==> src/rtl/ram_if_pkg.sv <==
// ram_if_pkg: RAM geometry defaults and FSM state encoding shared by the fill sequencer and the read streamer
package ram_if_pkg;
  localparam int DATA_W = 16;
  localparam int ADDR_W = 2;
  typedef enum logic [1:0] {IDLE = 2'd0, READ = 2'd1, DRAIN = 2'd2, DONE = 2'd3} state_t;
endpackage

==> src/rtl/rd_skid_buf.sv <==
// rd_skid_buf: 2-entry FIFO that absorbs RAM read latency, with flow-through when empty
// Ports: push/din capture a word, pop consumes dout when valid, occupancy counts stored words.
module rd_skid_buf #(
  parameter int W = 16
) (
  input  logic         clk,
  input  logic         rst,
  input  logic         push,
  input  logic [W-1:0] din,
  input  logic         pop,
  output logic [W-1:0] dout,
  output logic         valid,
  output logic [1:0]   occupancy
);
  logic [W-1:0] mem_q [2];
  logic [1:0] occ_q;
  logic wr_q, rd_q, empty, store, take;
  assign empty = occ_q == 2'd0;
  // A word arriving into an empty buffer is presented directly; it is stored only if not taken at once.
  assign store = push && !(empty && pop);
  assign take = pop && !empty;
  assign valid = push || !empty;
  assign dout = !empty ? mem_q[rd_q] : push ? din : '0;
  assign occupancy = occ_q;
  always_ff @(posedge clk) if (store) mem_q[wr_q] <= din;
  always_ff @(posedge clk) begin
    if (rst) begin
      occ_q <= '0;
      wr_q <= 1'b0;
      rd_q <= 1'b0;
    end else begin
      wr_q <= wr_q ^ store;
      rd_q <= rd_q ^ take;
      occ_q <= occ_q + {1'b0, store} - {1'b0, take};
    end
  end
  a_no_overflow: assert property (@(posedge clk) disable iff (rst) !(push && occ_q == 2'd2));
endmodule

==> src/rtl/ram_rd_streamer.sv <==
// ram_rd_streamer: walks RAM port B from address 0 and streams count words over valid/ready
// Ports: start/wr_done/count request a stream; enb/addrb/dob drive RAM port B;
// out_data/out_valid/out_ready form the stream; busy spans the stream, done pulses at the end.
module ram_rd_streamer
  import ram_if_pkg::*;
#(
  parameter int DATA_W = ram_if_pkg::DATA_W,
  parameter int ADDR_W = ram_if_pkg::ADDR_W
) (
  input  logic              clk,
  input  logic              rst,
  input  logic              start,
  input  logic              wr_done,
  input  logic [ADDR_W:0]   count,
  output logic              enb,
  output logic [ADDR_W-1:0] addrb,
  input  logic [DATA_W-1:0] dob,
  output logic [DATA_W-1:0] out_data,
  output logic              out_valid,
  input  logic              out_ready,
  output logic              busy,
  output logic              done
);
  localparam logic [ADDR_W:0] DEPTH = {1'b1, {ADDR_W{1'b0}}};
  state_t state_q, state_d;
  logic [ADDR_W:0] remaining_q, remaining_d, cnt_sat;
  logic [ADDR_W-1:0] rd_addr_q, rd_addr_d;
  logic enb_q, enb_d, inflight_q, busy_q, done_q, accept, pop;
  logic [1:0] occ, occ_nxt;
  assign cnt_sat = count > DEPTH ? DEPTH : count;
  assign accept = state_q == IDLE && start && wr_done;
  assign pop = out_valid && out_ready;
  // Buffer fill after this edge, before any new read lands.
  assign occ_nxt = occ + {1'b0, inflight_q} - {1'b0, pop};
  always_comb begin
    remaining_d = accept ? cnt_sat : remaining_q - (ADDR_W+1)'(enb_q);
    rd_addr_d = accept ? '0 : rd_addr_q + ADDR_W'(enb_q);
    state_d = state_q == IDLE  ? (accept ? (cnt_sat == '0 ? DONE : READ) : IDLE)
            : state_q == READ  ? (remaining_d == '0 ? DRAIN : READ)
            : state_q == DRAIN ? (occ_nxt == 2'd0 ? DONE : DRAIN)
            : IDLE;
    // Credit: the read issued now lands next cycle, so stored + landing words must stay below 2.
    enb_d = state_d == READ && occ_nxt + {1'b0, enb_q} < 2'd2;
  end
  always_ff @(posedge clk) begin
    if (rst) begin
      state_q <= IDLE;
      remaining_q <= '0;
      rd_addr_q <= '0;
      enb_q <= 1'b0;
      inflight_q <= 1'b0;
      busy_q <= 1'b0;
      done_q <= 1'b0;
    end else begin
      state_q <= state_d;
      remaining_q <= remaining_d;
      rd_addr_q <= rd_addr_d;
      enb_q <= enb_d;
      inflight_q <= enb_q;
      busy_q <= state_d == READ || state_d == DRAIN;
      done_q <= state_d == DONE;
    end
  end
  assign enb = enb_q;
  assign addrb = rd_addr_q;
  assign busy = busy_q;
  assign done = done_q;
  rd_skid_buf #(.W(DATA_W)) u_skid (
    .clk(clk),
    .rst(rst),
    .push(inflight_q),
    .din(dob),
    .pop(pop),
    .dout(out_data),
    .valid(out_valid),
    .occupancy(occ)
  );
endmodule

==> config.mk <==
export PLATFORM = sky130hd
export DESIGN_NAME = ram_rd_streamer
export DESIGN_NICKNAME = d
export VERILOG_FILES = /design/src/rtl/ram_if_pkg.sv /design/src/rtl/rd_skid_buf.sv /design/src/rtl/ram_rd_streamer.sv
export SDC_FILE = /design/constraint.sdc
export NUM_CORES = 1
export LEC_CHECK = 0
export CAP_MARGIN = 20
export CORE_AREA = 2 2 63 65
export CTS_BUF_LIST = sky130_fd_sc_hd__clkbuf_4 sky130_fd_sc_hd__clkbuf_8
export DETAILED_ROUTE_END_ITERATION = 8
export DIE_AREA = 0 0 65 67
export DONT_BUFFER_PORTS = 1
export GPL_ROUTABILITY_DRIVEN = 0
export HOLD_SLACK_MARGIN = 0.15
export PLACE_DENSITY = 0.73
export SLEW_MARGIN = 20
export SYNTH_ARGS = -nofsm -noshare
export SYNTH_HDL_FRONTEND = slang
export SYNTH_SLANG_ARGS = --single-unit
==> constraint.sdc <==
create_clock -name clk -period 3.2 [get_ports clk]
set_input_delay 0.64 -clock clk [delete_from_list [all_inputs] [get_ports clk]]
set_output_delay 0.64 -clock clk [all_outputs]
set_load 0.01 [all_outputs]
; ---- Yosys cells after proc, flatten, opt, wreduce, memory -nomap -nowiden
; Memories as Yosys holds them, arrays and structs flattened. A register that Yosys moved wholly into a read port is not among the register bits.
; Cells that the tools add are included.
[totals]
reg_bits = 15
ram_bits = 32
inputBits = 24
wordCells = 58
memories = 1
[op_classes]
addsub = 7
n_lt_le_gt_ge = 2
n_eq_ne = 5
mux = 14
bitwise_logic = 2
reduce_logical = 17
[memory_table]
columns = name, depth, width, rd, rd_clocked_by_memory_dff, wr, line
row1 = u_skid.mem_q, 2, 16, 1, 1, 1, rd_skid_buf.sv:15  ; logic [W-1:0] mem_q [2];
[op_table]
columns = operator, count
row1 = $mux W16, 2
row2 = $mux W2, 6
row3 = $add A2 B1 Y2, 4
row4 = $logic_and A1 B1 Y1, 7
row5 = $eq A2 B2 Y1 const B, 3
row6 = $logic_not A2 Y1, 3
row7 = $logic_not A3 Y1, 2
row8 = $mux W3, 2
row9 = $eq A2 B1 Y1 const B, 2
row10 = $mux W1, 4
row11 = $sub A2 B1 Y2, 2
row12 = $gt A3 B3 Y1 const B, 1
row13 = $sub A3 B1 Y3, 1
row14 = $logic_not A1 Y1, 2
row15 = $logic_or A1 B1 Y1, 2
row16 = $lt A2 B2 Y1 const B, 1
row17 = $reduce_or A2 Y1, 1
row18 = $xor A1 B1 Y1, 2

; ---- Depth between registers and ports, before layout
[depth]
word_depth = 12
depth_mapped = 11

; ---- Modules after synthesis
; A second synthesis with hierarchy kept.
[hier_totals]
hier_cells = 173
area_unflattened_um2 = 2140.8
[modules_own_cells]
columns = module, n_inst, cells_each, area_per_inst_um2, seq_area_each_um2
row1 = rd_skid_buf, 1, 111, 1537.7, 1041.0
row2 = ram_rd_streamer, 1, 62, 603.1, 220.2

; ---- Worst setup path after synthesis
; OpenSTA, ideal clock, no wires.
[synth_path]
path_type = register to register
startpoint = reg inflight_q
endpoint = reg busy_q (netlist: busy)
setup_ps = 114
t_arrival_ps = 2721
setup_slack_ps = 366
path_stages_with_launch = 12
period_less_slack_ps = 2834
path_cell_list = dfxtp_1 > clkbuf_1 > or3_2 > and2_1 > ha_1 > inv_1 > ha_1 > xor3_2 > or4_4 > nand2_1 > ha_1 > nor2b_1
[synth_between]
elab_chain_len = 10
elab_cells_between_ends = 12
classes_between = add/sub (2) / eq/ne (2) / mux (4) / reduce/logical (4)
[synth_rtl]
columns = element, line
row1 = from (decl), ram_rd_streamer.sv:28  ; logic enb_q, enb_d, inflight_q, busy_q, done_q, accept, pop;
row2 = from (signal assigned), ram_rd_streamer.sv:59  ; inflight_q <= enb_q;
row3 = $logic_or A1 B1 Y1 *, rd_skid_buf.sv:22  ; assign valid = push || !empty;
row4 = via out_valid, ram_rd_streamer.sv:19  ; output logic out_valid,
row5 = $logic_and A1 B1 Y1 *, ram_rd_streamer.sv:32  ; assign pop = out_valid && out_ready;
row6 = $sub A2 B1 Y2 *, ram_rd_streamer.sv:34  ; assign occ_nxt = occ + {1'b0, inflight_q} - {1'b0, pop};
row7 = $logic_not A2 Y1 *, ram_rd_streamer.sv:40  ; : state_q == DRAIN ? (occ_nxt == 2'd0 ? DONE : DRAIN)
row8 = $mux W1 *, ram_rd_streamer.sv:40
row9 = $mux W2 *, ram_rd_streamer.sv:40
row10 = $mux W2 *, ram_rd_streamer.sv:39  ; : state_q == READ ? (remaining_d == '0 ? DRAIN : READ)
row11 = $mux W2 *, ram_rd_streamer.sv:38  ; state_d = state_q == IDLE ? (accept ? (cnt_sat == '0 ? DONE : READ) : IDLE)
row12 = via state_d[0], ram_rd_streamer.sv:25  ; state_t state_q, state_d;
row13 = $eq A2 B1 Y1 or $eq A2 B2 Y1 (tied branches), ram_rd_streamer.sv:60  ; busy_q <= state_d == READ || state_d == DRAIN;
row14 = $logic_or A1 B1 Y1 *, ram_rd_streamer.sv:60
row15 = to (signal assigned), ram_rd_streamer.sv:52  ; busy_q <= 1'b0;
row16 = to (signal assigned), ram_rd_streamer.sv:60
row17 = to (decl), ram_rd_streamer.sv:28
; The timed path passes the listed nets; every way through them passes the cells marked *.
; A chain may end at the register's enable or synchronous reset.

; ---- Worst setup path in the final report
[layout_path]
startpoint = reg u_skid.occ_q[0] (netlist: u_skid.occupancy[0])
endpoint = reg busy_q (netlist: busy)
[layout_between]
elab_chain_len = 12
elab_cells_between_ends = 14
classes_between = add/sub (2) / eq/ne (2) / mux (4) / reduce/logical (6)
[layout_rtl]
columns = element, line
row1 = from (decl), rd_skid_buf.sv:16  ; logic [1:0] occ_q;
row2 = from (signal assigned), rd_skid_buf.sv:34  ; occ_q <= occ_q + {1'b0, store} - {1'b0, take};
row3 = $logic_not A2 Y1 *, rd_skid_buf.sv:18  ; assign empty = occ_q == 2'd0;
row4 = $logic_not A1 Y1 *, rd_skid_buf.sv:22
row5 = $logic_or A1 B1 Y1 *, rd_skid_buf.sv:22
row6 = via out_valid, ram_rd_streamer.sv:19
row7 = $logic_and A1 B1 Y1 *, ram_rd_streamer.sv:32
row8 = $sub A2 B1 Y2 *, ram_rd_streamer.sv:34
row9 = $logic_not A2 Y1 *, ram_rd_streamer.sv:40
row10 = $mux W1 *, ram_rd_streamer.sv:40
row11 = $mux W2 *, ram_rd_streamer.sv:40
row12 = $mux W2 *, ram_rd_streamer.sv:39
row13 = $mux W2 *, ram_rd_streamer.sv:38
row14 = via state_d[0], ram_rd_streamer.sv:25
row15 = $eq A2 B1 Y1 or $eq A2 B2 Y1 (tied branches), ram_rd_streamer.sv:60
row16 = $logic_or A1 B1 Y1 *, ram_rd_streamer.sv:60
; Marks and branches as above.

==> results.tsv <==
metric	value	unit
run status	complete, no violations	
WHS	0.396	ns
# H-tree levels	2	
Yosys cell types	30	
Final WS setup	0.464	ns
largest net degree at the start of global routing	34	
YS warnings	0	
clk buf depth	2	
TritonCTS Buffers	5	
routed len/inst	15.4	µm
vias in the first global route	1218	
worst hold path type	in -> reg	
Die Wd	65	µm
DRC errors left	0	
clk slew on worst S/H paths	0.08	ns
most common cell in the netlist	edfxtp_1	
Core Util, Final	0.627	
overflow left after global routing	0	
layout cells sized above 1	0.105	
Cells after Synth	170	
met2 Usage GRT	0.314	
First-pass DRT Iterations	6	
cts-stage hold buffer count	0	
die area	4360	µm²
Mapped Area	2100	µm²
pre-CTS WS	0.454	ns
Leak	0.000796	µW
RSZ-0062 raised after global routing	false	
global-route wire length before repair	5.57	mm
area growth from synthesis to layout	7.43	%
met1 Use GR	0.195	
DP HPWL	2.44	mm
start point of the critical path	u_skid.occupancy[0]	
power density over cell area	815	nW/µm²
Achievable Freq	0.365	GHz
area leader, netlist	edfxtp_1	
Crit Path Class	reg -> reg	
Core Region	3610	µm²
most frequent CP cell	ha_1	
vias	1222	
Peak supply drop	0.523	mV
Initial DRC Count	27	
gr busiest metal	met2	
Slew HR	0.368	
Post-synth top cells	32 x edfxtp_1, 17 x mux2i_1, 17 x nand3_1, 17 x o21ai_0, 15 x dfxtp_1	
CP startpoint kind	flip-flop	
top cells by area, synth	edfxtp_1 46%, dfxtp_1 14%, mux2i_1 8.1%	
Fin. Hold Viols	0	
CTS root buf	clkbuf_8	
Synth Register Bits	47	
M3 GR Usage	0.0659	
Yosys top cell area share	0.457	
mean number of vias per cell	5.55	
max-cap viol count	0	
final net count	206	
Main synth FF type	edfxtp_1	
Hold Crit Start	rst	
syn_area_per_cell	12.4	µm²
Setup Skew	0.00571	ns
Arrival @ worst endpoint	2.93	ns
crit path max fanout	4	
R2R Path End	busy	
sequential share of the synthesized area	0.599	
Pins Over Slew Limit	0	
clock sink count	47	
starting density of the core	0.584	
row count	22	
initial antenna violation count	0	
Die Span Y	67	µm
Net Count, Synth	205	
Post-synth EDFFs	32	
worst r2r src	u_skid.occupancy[0]	
GRT Total Usage	0.178	
Worst path max stage delay	0.51	ns
Final ANT Viol Nets	0	
Top-Level Pins	46	
ys async rst share	0	
r2r setup slk	0.46	ns
Post-CTS Setup Bufs	0	
period utilization	0.855	
setup TNS	0	ns
worst-path cell chain	or3_2, and2_1, ha_1, inv_1, ha_1, xor3_2, or4_4, nand2_1, ha_1, nor2b_1	
final setup fails	0	
worst skew pair latency	0.29	ns
slowest CP cell	or3_2	
WL final	3.38	mm
min cycle time layout	2.74	ns
CTS tree	built	
antenna cells	0	
Worst-Margin Slew	0.935	ns
CTS resizes	0	
Reg2Reg Depth	10	
Worst Path Required	3.39	ns
I/O Buffers	0	
CP Capture Type	flip-flop	
CP Capture Point	busy	
[area by class of cell]
cell class | count | area [µm²]
multi-input combinational | 105 | 776
tap | 48 | 60.1
sequential | 47 | 1260
fill | 275 | 1350
inverter | 9 | 33.8
clock inverter | 3 | 38.8
clock buffer | 5 | 68.8
timing repair buffer | 3 | 22.5
[flip-flops by register name, summed over array words and instances (netlist names), 2 cells and up]
| register | cells |
|---|---|
| u_skid.mem_q | 32 |
| remaining_q | 3 |
| addrb | 2 |
| state_q | 2 |
| u_skid.occupancy | 2 |
[cell families (layout without fill, tap and decap cells)]
logic type,after synthesis,after routing,share of synthesized area
fa+ha+maj,11,11,0.0654
compound gates,24,24,0.0624
simple gates,47,47,0.126
flops,47,47,0.599
mux,17,17,0.0809
xor+xnor,6,6,0.0327
buf+inv,18,20,0.0333
[through the flow]
| stage | cell area, µm² | instances | power, µW |
|---|---|---|---|
| floorplan | 2100 | 170 | 1340 |
| global placement | 2150 | 212 | 1440 |
| detailed placement | 2150 | 212 | 1460 |
| CTS | 2260 | 220 | 1870 |
| global route | 2260 | 220 | 1990 |
| finish | 2260 | 220 | 1840 |
[per-layer routing]
layer	wire, µm	part of all wire
met1	1300	0.39
met2	1820	0.54
met3	200	0.059
met4	49	0.015
met5	0	0
[critical path: cells and delay by family, from the launching register on]
kind,cells,cell delay [ns]
buffers and inverters,1,0.06
xor gates and xnor gates,1,0.26
and+or+nand+nor,5,1.35
adders and majority gates,3,0.63
DFF,1,0.34
[report_power, final]
part | total [µW] | internal (µW) | switching [µW] | leakage (µW)
registers | 800 | 722 | 78.7 | 0.000411
clock network | 405 | 228 | 178 | 0.0000517
logic | 637 | 266 | 371 | 0.000333
[layout by cell type (no fill, tap or decap), types with 2 or more instances in the layout]
cell type and count:
nor3b_1 2, nand3b_1 2, nor2b_1 5, ha_1 11, and2_1 3, inv_1 9, dfxtp_1 15, nand3_1 17
a21oi_1 3, xnor2_1 2, clkbuf_8 5, or2_2 2, edfxtp_1 32, o21ai_0 17, nor3_1 3, nor2_1 4
buf_4 3, mux2i_1 17, nand2_1 3, xor2_1 3
[how the worst min path moves through the flow]
stage | cells after the start | to
3_5_place_dp | 3 | u_skid.wr_q
3_3_place_gp | 3 | u_skid.wr_q
4_1_cts | 1 | state_q[0]
2_1_floorplan | 2 | u_skid.occupancy[1]
6_report | 1 | state_q[0]
5_1_grt | 1 | state_q[0]
(Power assumes the default switching activity.)
